<file path="src/rtl/bp_pkg.sv">
// rtl/bp_pkg.sv - shared types and constants for the branch predictor
package bp_pkg;

    localparam int ENTRIES_DEFAULT = 16;
    // Widest tag, reached at the smallest table (4 entries); narrower tags are zero-extended.
    localparam int TAG_MAX = 28;

    typedef logic [1:0] bp_cnt_t;

    localparam bp_cnt_t SNT = 2'b00;
    localparam bp_cnt_t WNT = 2'b01;
    localparam bp_cnt_t WT  = 2'b10;
    localparam bp_cnt_t ST  = 2'b11;

    typedef struct packed {
        logic               valid;
        logic [TAG_MAX-1:0] tag;
        logic [31:0]        target;
        bp_cnt_t            cnt;
    } bp_entry_t;

endpackage

</file>
<file path="src/rtl/sat_counter2.sv">
// rtl/sat_counter2.sv - 2-bit saturating counter next-state logic
module sat_counter2
    import bp_pkg::*;
(
    input  bp_cnt_t cnt,
    input  logic    taken,
    output bp_cnt_t cnt_next
);

    always_comb begin
        cnt_next = cnt;
        if (taken) begin
            if (cnt != ST) cnt_next = cnt + 2'd1;
        end else begin
            if (cnt != SNT) cnt_next = cnt - 2'd1;
        end
    end

endmodule

</file>
<file path="src/rtl/branch_predictor.sv">
// rtl/branch_predictor.sv - direct-mapped 2-bit branch predictor with target buffer
// Optional statistics counters are built when BP_STATS_EN is defined.
module branch_predictor
    import bp_pkg::*;
#(
    parameter int ENTRIES = ENTRIES_DEFAULT
) (
    input  logic        clk,
    input  logic        reset,
    input  logic [31:0] PCF,
    output logic        PredictTakenF,
    output logic [31:0] PredictedPCF,
    input  logic        BranchE,
    input  logic [31:0] PCE,
    input  logic        BranchTakenE,
    input  logic [31:0] BranchTargetE,
    input  logic        PredictedTakenE,
    input  logic        CorrectAddrE,
    output logic        MispredictE,
    output logic [31:0] RecoverPCE
`ifdef BP_STATS_EN
    ,
    output logic [31:0] BranchCount,
    output logic [31:0] MispredictCount
`endif
);

    localparam int IDX_W = $clog2(ENTRIES);

    bp_entry_t        table_q [ENTRIES];
    logic [IDX_W-1:0] idx_f;
    logic [IDX_W-1:0] idx_e;
    bp_entry_t        entry_f;
    bp_entry_t        entry_e;
    logic             hit_e;
    bp_cnt_t          cnt_next;

    function automatic logic [TAG_MAX-1:0] tag_of(input logic [31:0] pc);
        return TAG_MAX'(pc >> (2 + IDX_W));
    endfunction

    assign idx_f   = PCF[IDX_W+1:2];
    assign idx_e   = PCE[IDX_W+1:2];
    assign entry_f = table_q[idx_f];
    assign entry_e = table_q[idx_e];

    // Lookup reads registered state only, so a same-cycle write is never forwarded.
    assign PredictTakenF = entry_f.valid && (entry_f.tag == tag_of(PCF)) && entry_f.cnt[1];
    assign PredictedPCF  = PredictTakenF ? entry_f.target : 32'd0;

    assign hit_e = entry_e.valid && (entry_e.tag == tag_of(PCE));

    sat_counter2 u_sat_counter2 (
        .cnt      (entry_e.cnt),
        .taken    (BranchTakenE),
        .cnt_next (cnt_next)
    );

    assign MispredictE = BranchE & ((PredictedTakenE != BranchTakenE) |
                                    (PredictedTakenE & BranchTakenE & ~CorrectAddrE));
    assign RecoverPCE  = BranchTakenE ? BranchTargetE : PCE + 32'd4;

    always_ff @(posedge clk or posedge reset) begin
        if (reset) begin
            for (int i = 0; i < ENTRIES; i++) begin
                table_q[i] <= '{valid: 1'b0, tag: '0, target: 32'd0, cnt: WNT};
            end
        end else if (BranchE) begin
            if (hit_e) begin
                table_q[idx_e].cnt <= cnt_next;
                if (BranchTakenE) table_q[idx_e].target <= BranchTargetE;
            end else if (BranchTakenE) begin
                table_q[idx_e] <= '{valid: 1'b1, tag: tag_of(PCE), target: BranchTargetE, cnt: WT};
            end
        end
    end

`ifdef BP_STATS_EN
    always_ff @(posedge clk or posedge reset) begin
        if (reset) begin
            BranchCount     <= 32'd0;
            MispredictCount <= 32'd0;
        end else begin
            if (BranchE)     BranchCount     <= BranchCount + 32'd1;
            if (MispredictE) MispredictCount <= MispredictCount + 32'd1;
        end
    end
`endif

endmodule

</file>
<file path="config.mk">
export PLATFORM = sky130hd
export DESIGN_NAME = branch_predictor
export DESIGN_NICKNAME = d
export VERILOG_FILES = /design/src/rtl/bp_pkg.sv /design/src/rtl/sat_counter2.sv /design/src/rtl/branch_predictor.sv
export SDC_FILE = /design/constraint.sdc
export NUM_CORES = 2
export LEC_CHECK = 0
export BUFFER_PORTS_ARGS = -buffer_cell sky130_fd_sc_hd__buf_2
export CORE_AREA = 2 2 414 416
export CTS_CLUSTER_SIZE = 40
export DETAILED_ROUTE_END_ITERATION = 6
export DIE_AREA = 0 0 416 418
export SLEW_MARGIN = 40
export SYNTH_ARGS = -nofsm -noshare
export SYNTH_HDL_FRONTEND = slang
export SYNTH_SLANG_ARGS = --single-unit
</file>
<file path="constraint.sdc">
create_clock -name clk -period 88.2 [get_ports clk]
set_input_delay 8.82 -clock clk [delete_from_list [all_inputs] [get_ports clk]]
set_output_delay 8.82 -clock clk [all_outputs]
set_load 0.02 [all_outputs]
</file>
==> impl_metrics.tcl <==
set metrics [dict create \
    relSlewSlack_pct 42.1 \
    yosys_warnings 0 \
    grt_setup_unrepaired "false" \
    synth_xor_area_share_pct 1.37 \
    place_area_mm2 0.0536 \
    synth_compound_area_share_pct 2.10 \
    crit-reg2reg-launch "table_q[111]" \
    finalCritPeriodShare_pct 24.9 \
    crit_path_start "PCF[2]" \
    cp_max_fo 54 \
    wire_per_inst_um 27.0 \
    ctsResizeCount 0 \
    initial_core_util_pct 29.9 \
    status "complete, no violations" \
    synth.top_cells.by_area "dfrtp_1, mux4_2, mux2_2, mux2_4, mux2i_1" \
    grt_pass1_vias 31100 \
    synth_top_family_by_area "multiplexers" \
    hold_viol 0 \
    tns_ps 0 \
    reg.largest.list "table_q x976" \
    die_area_mm2 0.174 \
    tightest_slew_ps 866 \
    area_delta_synth_final_pct 13.5 \
    synthAdderAreaFrac_pct 0.188 \
    drive_gt1_share_pct 53.4 \
    synth_nets 3367 \
    cp.required_ps 79380 \
    syn_area_mm2 0.0505 \
    gp_congestion 0.830 \
    multi_input_area_mm2 0.0247 \
    routed_wl_um 152000 \
    synth_cell_types 65 \
    clock-sinks 976 \
    post-route-drc-count 0 \
    cap_violations 0 \
    synth_top_area_share_pct 47.5 \
    synth_seq_area_share_pct 48.4 \
    ant_nets 0 \
    cts_buffer_depth 3 \
    power_density_mw_per_mm2 22.8 \
    cts_setup_buffers 0 \
    final_cell_area_mm2 0.0574 \
    dpl.hpwl_um 92400 \
    synth_edf_count 0 \
    grt_pass1_wl_um 224000 \
    regMostFlops "table_q" \
    peakVddDrop_mv 0.0181 \
    crit_arrival_ps 13150 \
    utilization_pct 33.9 \
    die_y_um 418 \
    grt_max_degree 96 \
    first_pass_iters 7 \
    clock_latency_ps 750 \
    synthMuxAreaShare_pct 41.4 \
    routed_via_density 5.33 \
    cts-root-buf "clkbuf_16" \
    vias 30000 \
    port_buffers 165 \
    nFillCells 16200 \
    finalMaxSlewViolations 0 \
    largest_reg_flops 976 \
    synth_area_per_cell_um2 15.5 \
    ys.flop_type "dfrtp_1" \
    worstHoldStart "table_q[945]" \
    min-delay-path-class "reg -> reg" \
    total_power_mw 1.31 \
    startpoint_type "input pin" \
    fin_crit_ps 21970 \
    regArea_mm2 0.0244 \
    antenna_found_initial 30 \
    grtUsageTotal_pct 17.4 \
    criticalPathCategory "in -> out" \
    yosysMostFrequentCell "dfrtp_1" \
    cp_slowest_cell "mux4_2" \
    ys_ff_latch 976 \
    fp.dieW_um 416 \
    cts_tree "built" \
    io_pins 168 \
    yosysTopAreaCell "dfrtp_1" \
    gr-total-overflow 0 \
    core_mm2 0.169 \
    p_leak_nw 24.6 \
    fin_nets 3416 \
    endpoint_kind "output port" \
    yosys-top-cells-count "dfrtp_1, mux2_2, mux4_2" \
    async_reset_ff_share_pct 100 \
    max_stage_delay_ps 600 \
    clk_pin_slew_ps 60 \
    path_delay_family "buffers and inverters" \
    rows 151 \
    numCtsBuffers 110 \
    skew_ps 54.8 \
    yosys.area_share.simple_pct 3.65 \
    synthCells 3259 \
    htreeDepth 3 \
    cp_cell_sequence "buf_8 -> buf_16 -> buf_6 -> mux4_2 -> mux4_2 -> xnor2_1 -> nand4_1 -> nor3_1 -> nand4_1 -> buf_4 -> nor2b_1 -> buf_2" \
    drtIter0Drc 2281 \
    cts_hold_buf 0 \
    critPathBufInv 5 \
    finalSetupViolCount 0 \
    max_freq_mhz 45.5 \
]
final cells by class:
type,instances,area share [%]
diodes,8,0.0349
clock buffers,155,5.51
clock inverters,46,0.970
inverters,12,0.0916
multi-input cells,1967,43.1
flip-flops and latches,976,42.6
well taps,2218,4.84
repair buffers,241,2.89
per-layer routing:
metal	track usage, %	part of all wire (%)	vias up
met4	6.32	3.6	12
met3	3.03	5.3	250
li1	-	-	12400
met1	23.4	43	16400
met5	0	0.053	-
met2	28.0	48	850
placed cells by master (no fill, tap or decap), drive strengths merged, types with 11 or more instances in the layout:
| cell type | instances |
|---|---|
| nor2b | 51 |
| clkinv | 30 |
| mux2 | 934 |
| a21oi | 33 |
| a211oi | 11 |
| o21ai | 42 |
| clkbuf | 156 |
| nand2 | 95 |
| buf | 240 |
| xnor2 | 46 |
| nand4 | 14 |
| or2 | 16 |
| nand3 | 27 |
| dfrtp | 960 |
| inv | 14 |
| nor4 | 26 |
| mux2i | 82 |
| xor2 | 33 |
| nand2b | 11 |
| nor2 | 45 |
| mux4 | 393 |
| dfstp | 16 |
| a22oi | 15 |
report_power, final:
part / leakage (nW) / switching, mW / internal (mW)
Combinational: 10.3 / 0.0995 / 0.153
Sequential: 12.4 / 0.0524 / 0.534
Clock: 1.82 / 0.199 / 0.272
worst paths after layout:
check	endpoint	cells after the start	slack (ps)
worst min register to register	table_q[945]	2	480
min in group asynchronous	table_q[244]	2	8120
worst min-delay path	table_q[945]	2	480
worst max register to register	table_q[44]	9	83790
max in group asynchronous	table_q[771]	6	77510
worst max-delay path	PredictedPCF[7]	12	66230
cell families (layout without fill, tap and decap cells):
kind of cell / after synthesis / in the layout
compound gates: 143 / 143
flops: 976 / 976
xor+xnor: 79 / 79
simple gates: 328 / 328
fa+ha+maj: 8 / 8
buf+inv: 316 / 454
mux: 1409 / 1409
other cells: 0 / 8
worst reg2reg max path: stages (launching register included):
cell and delay [ps]:
dfrtp_1 400, mux4_2 530, xnor2_1 210, a31oi_1 150
a21oi_1 260, a31oi_1 300, or4b_2 1090, o21ai_4 250
buf_4 630, mux2_2 440
stage by stage:
step	instances	worst slack, ps	hold slack [ps]
6_report	5623	66230	477
5_1_grt	5621	65980	481
4_1_cts	5614	66110	476
3_5_place_dp	5413	66110	464
3_3_place_gp	5406	65890	458
2_1_floorplan	3259	51950	449
Power figures use the tool's default switching activity.
